===== config.mk =====
export PLATFORM = sky130hd
export DESIGN_NAME = pc_if_id_stage
export DESIGN_NICKNAME = d
export VERILOG_FILES = /design/src/rtl/pc_if_id_stage.sv
export SDC_FILE = /design/constraint.sdc
export NUM_CORES = 1
export LEC_CHECK = 0
export CAP_MARGIN = 10
export CORE_UTILIZATION = 49
export CTS_CLUSTER_DIAMETER = 200
export DETAILED_ROUTE_END_ITERATION = 7
export PLACE_DENSITY_LB_ADDON = 0.3
export SLEW_MARGIN = 25
export SYNTH_ARGS = -nofsm -noshare
export SYNTH_HDL_FRONTEND = slang
export SYNTH_SLANG_ARGS = --single-unit

===== constraint.sdc =====
create_clock -name clk -period 3.5 [get_ports clk]
set_clock_uncertainty 0.2 [all_clocks]
set_input_delay 1.05 -clock clk [delete_from_list [all_inputs] [get_ports clk]]
set_output_delay 1.05 -clock clk [all_outputs]
set_load 0.005 [all_outputs]

===== src/rtl/pc_if_id_stage.sv =====
// Program counter and IF/ID pipeline register with stall, redirect and stall-timeout tracking.
// Defining PC_IF_ID_STALL_STATS_EN adds the stall_count and flush_count statistic outputs.
module pc_if_id_stage (
  input  logic        clk,
  input  logic        arst_n,
  input  logic        enable,
  input  logic        prevent_update_pc,
  input  logic        prevent_update_reg_IF_ID,
  input  logic        redirect_valid,
  input  logic [31:0] redirect_target,
  input  logic [31:0] instr_mem,
  output logic [31:0] pc,
  output logic [31:0] pc_IF_ID,
  output logic [31:0] instr_IF_ID,
  output logic        valid_IF_ID,
  output logic        stall_timeout
`ifdef PC_IF_ID_STALL_STATS_EN
  ,
  output logic [31:0] stall_count,
  output logic [31:0] flush_count
`endif
);

  localparam logic [31:0] NOP_INSTR = 32'h0000_0013;
  localparam logic [31:0] PC_STEP   = 32'd4;
  localparam logic [7:0]  HOLD_MAX  = 8'd255;

  typedef enum logic [1:0] {
    ST_BOOT = 2'd0,
    ST_RUN  = 2'd1,
    ST_HOLD = 2'd2
  } state_t;

  state_t      state, state_nxt;
  logic [31:0] pc_nxt;
  logic [31:0] pc_id_nxt;
  logic [31:0] instr_id_nxt;
  logic        valid_id_nxt;
  logic [7:0]  hold_cnt, hold_cnt_nxt;
  logic        timeout_nxt;
  logic        stall_any;
  logic        in_hold;

  assign stall_any = prevent_update_pc | prevent_update_reg_IF_ID;
  assign in_hold   = (state == ST_HOLD);

  // Next-state and next-register values; enable gating lives in the register process.
  always_comb begin
    // NOTE: every output of this block gets a default first, so no path can infer a latch.
    state_nxt    = state;
    pc_nxt       = pc;
    pc_id_nxt    = pc_IF_ID;
    instr_id_nxt = instr_IF_ID;
    valid_id_nxt = valid_IF_ID;

    if (redirect_valid) begin
      // A redirect flushes IF/ID to a NOP bubble but keeps pc_IF_ID as it was.
      pc_nxt       = {redirect_target[31:2], 2'b00};
      instr_id_nxt = NOP_INSTR;
      valid_id_nxt = 1'b0;
      state_nxt    = ST_RUN;
    end else begin
      unique case (state)
        ST_BOOT: begin
          pc_nxt       = pc + PC_STEP;
          instr_id_nxt = NOP_INSTR;
          valid_id_nxt = 1'b0;
          state_nxt    = ST_RUN;
        end
        ST_RUN, ST_HOLD: begin
          // Each stall input gates only its own register; HOLD differs from RUN only in timing.
          if (!prevent_update_pc) pc_nxt = pc + PC_STEP;
          if (!prevent_update_reg_IF_ID) begin
            pc_id_nxt    = pc;
            instr_id_nxt = instr_mem;
            valid_id_nxt = 1'b1;
          end
          state_nxt = stall_any ? ST_HOLD : ST_RUN;
        end
        default: state_nxt = ST_BOOT;
      endcase
    end
  end

  // Consecutive-HOLD counter saturates; the timeout flag is sticky until reset.
  always_comb begin
    hold_cnt_nxt = 8'd0;
    if (in_hold) hold_cnt_nxt = (hold_cnt == HOLD_MAX) ? hold_cnt : hold_cnt + 8'd1;
    timeout_nxt = stall_timeout | (in_hold && (hold_cnt >= HOLD_MAX - 8'd1));
  end

  // NOTE: sequential state uses non-blocking assignments only, so every register samples pre-edge values.
  always_ff @(posedge clk) begin
    // NOTE: every register here is a plain flop with a defined reset value; there is no memory array to leave unreset.
    if (!arst_n) begin
      state         <= ST_BOOT;
      pc            <= 32'd0;
      pc_IF_ID      <= 32'd0;
      instr_IF_ID   <= NOP_INSTR;
      valid_IF_ID   <= 1'b0;
      hold_cnt      <= 8'd0;
      stall_timeout <= 1'b0;
    end else if (enable) begin
      state         <= state_nxt;
      pc            <= pc_nxt;
      pc_IF_ID      <= pc_id_nxt;
      instr_IF_ID   <= instr_id_nxt;
      valid_IF_ID   <= valid_id_nxt;
      hold_cnt      <= hold_cnt_nxt;
      stall_timeout <= timeout_nxt;
    end
  end

`ifdef PC_IF_ID_STALL_STATS_EN
  // Statistics wrap naturally at 2^32.
  always_ff @(posedge clk) begin
    if (!arst_n) begin
      stall_count <= 32'd0;
      flush_count <= 32'd0;
    end else if (enable) begin
      if (in_hold)        stall_count <= stall_count + 32'd1;
      if (redirect_valid) flush_count <= flush_count + 32'd1;
    end
  end
`endif

endmodule


==> flow_summary.toml <==
[cells_and_area]
regArea_um2 = 2080
syn_to_final_growth_pct = 39.3
fin_util = 0.702
n_antenna_cell = 0
layout.nets = 832
nFillCells = 793
multi_input_area_um2 = 2560
drive_above_1_share = 0.0644

[setup_path]
path_cells = "clkdlybuf4s50_1 -> nor2b_1 -> o31ai_2 -> buf_4 -> or3_1 -> a31oi_1"
timing.rr.start = "state[1]"
slowest_stage = "nor2b_1"
r2r_end = "pc[8]"
critical_path.top_delay_family = "simple AND/OR/NAND/NOR gates"
cp.arrival_ns = 3.02
crit_buf_inv = 2
path_class = "in2reg"
crit_path_end_kind = "register"
cpPeakStageDelay_ns = 0.53
r2r_slack_ns = 0.92
worstSetupStartpointType = "input pin"
rr_worst_depth = 7
cp_max_fo = 10
cp.required_ns = 3.60

[routing]
ant_nets = 0
wire_per_inst_um = 16.8
drc_errors = 0
dr_total_vias = 5359
drt_wl_total_um = 15100
drtIter0Drc = 391
drtPass1Iterations = 7
routed_via_density = 5.99

[logic_synthesis]
ys_ff_latch = 104
avgSynthCellArea_um2 = 8.03
synth_top_cells_by_area = "dfxtp_1, nand2_1, a22oi_1"
seq_area_frac_synth = 0.424
yosysUniqueCellTypes = 60
synth_async_sr_flop_share = 0
ys_warn_count = 0
synth_edf_count = 0
syn_inst = 611
synthFlopType = "dfxtp_1"
synthesis.area_um2 = 4900
synth_top_area_share = 0.424
yosysMostFrequentCell = "dfxtp_1"
synth_area_leader_cell = "dfxtp_1"
synth_common_cells = "dfxtp_1, nand2_1, nor2_1"

[floorplan]
dieArea_um2 = 10400
placementRows = 36
initial_core_util = 0.504
ioPinCount = 168
die_x_um = 102
coreArea_um2 = 9730
die_h_um = 102

[power_and_ir_drop]
ir_drop_mv = 0.236
p_clk_frac = 0.303
internal-power_w = 0.00169
power_density_nw_per_um2 = 342
leakagePower_nw = 2.30
p_seq_frac = 0.544
netSwitchingFraction = 0.277
net-switching-power_w = 0.000647
pwr-share-comb = 0.153

[sta]
finalCritPeriodShare = 0.837
final_hold_viol_count = 0
max-slew-margin-rel = 0.345
fmax_mhz = 342
rsz0062_at_grt = "false"
tightest_slew_ns = 0.974
layout_min_cycle_time_ns = 2.93
slew_violations = 0
final.setup.tns_ns = 0
setup_violations = 0

[hold_path]
holdPathEnd = "pc_IF_ID[2]"
hold_path.class = "reg2reg"
hold_depth = 2
worstHoldStart = "pc_IF_ID[2]"

[clock_tree]
cts.sink_count = 104
cts_setup_buffers = 0
cts.reportedPaths.clkPinSlew_ns = 0.09
cts_buffer_depth = 2
cts_resized = 0
ctsHoldBuffers = 0
cts_root_buffer = "clkbuf_8"
tritoncts = "done"
clk_latency_ns = 0.37
cts_htree_levels = 3
cts_buffers = 9

[place]
port_buffers = 161
dp_hpwl_um = 10700
place_congestion = 0.886

[global_route]
grt_usage = 0.286
antenna_found_initial = 0
grt_pass1_vias = 4920
grt_pass1_wl_um = 23500
grt-ovfl-total = 0
grt_max_degree = 48

[run_status]
outcome = "finished clean"

[flow_run]
cap_violations = 0
power groups by stage:
stage / Combinational [W] / Clock [W] / Sequential [W]
after global routing: 0.000385 / 0.000759 / 0.00128
after global placement: 0.000342 / 0 / 0.00129
after floorplan: 0.000166 / 0 / 0.00128
after detailed placement: 0.000353 / 0 / 0.00129
after CTS: 0.000354 / 0.000714 / 0.00127
final: 0.000358 / 0.000707 / 0.00127
final cells by class:
class                   instances  share of cell area
inverters                      15             0.00824
multi-input cells             444               0.375
repair buffers                182               0.262
clock buffers                  12              0.0212
clock inverters                 4             0.00439
well taps                     133              0.0244
flip-flops and latches        104               0.305
cell usage in the layout, fill, tap and decap left out, types with 8 or more instances in the layout:
cell type	instances
a21oi_1	50
a22oi_1	38
and3_1	9
buf_4	19
clkbuf_8	10
clkdlybuf4s50_1	160
dfxtp_1	104
inv_1	13
nand2_1	94
nand3_1	25
nand4_1	13
nor2_1	52
nor3_1	12
nor4_1	14
o211ai_1	8
o21ai_0	15
o22ai_1	11
cell families (layout without fill, tap and decap cells):
group	count (synthesis)	count (layout)	share of synthesized area
xor gates and xnor gates	3	3	0.00536
other	1	4	0.000765
AOI/OAI and AO/OA	176	176	0.242
and+or+nand+nor	252	252	0.247
DFF	104	104	0.424
buffers and inverters	66	213	0.0582
adders and majority gates	6	6	0.0153
muxes	3	3	0.00612
worst min-delay path, delay by kind of cell (launching register included):
family | cells | cell delay, ns
simple gates | 1 | 0.05
compound gates | 1 | 0.05
flops | 1 | 0.32
flip-flops by register name, indices dropped and copies added (netlist names):
signal	cells
pc_IF_ID	30
state	2
instr_IF_ID	32
pc	30
hold_cnt	8
stall_timeout	1
valid_IF_ID	1
stage by stage:
stage,hold WS [ns],total power (W),cell area (um^2),instances,setup slack (ns)
after global routing,0.283,0.00242,6830,894,0.481
after global placement,0.241,0.00163,6660,878,0.244
final,0.258,0.00233,6830,894,0.572
after floorplan,0.252,0.00145,4920,614,0.910
after CTS,0.260,0.00233,6830,894,0.603
after detailed placement,0.245,0.00165,6660,878,0.195
routing by layer:
metal | share of wire | routed length (um) | GRT usage | vias up
met3 | 0.096 | 1450 | 0.0718 | 42
met1 | 0.40 | 6060 | 0.353 | 2512
met5 | 0 | 0 | 0 | -
met4 | 0.030 | 448 | 0.143 | 0
li1 | - | - | - | 2513
met2 | 0.47 | 7100 | 0.466 | 292
worst max-delay path by stage:
stage | from | to | slack, ns | depth (start not counted)
2_1_floorplan | enable | instr_IF_ID[12] | 0.91 | 7
3_3_place_gp | prevent_update_pc | pc[8] | 0.24 | 6
6_report | prevent_update_pc | pc[2] | 0.57 | 6
5_1_grt | prevent_update_pc | pc[8] | 0.48 | 6
3_5_place_dp | prevent_update_pc | pc[8] | 0.19 | 6
4_1_cts | prevent_update_pc | pc[8] | 0.60 | 6
Note: power is estimated with default switching activity, not from simulation.
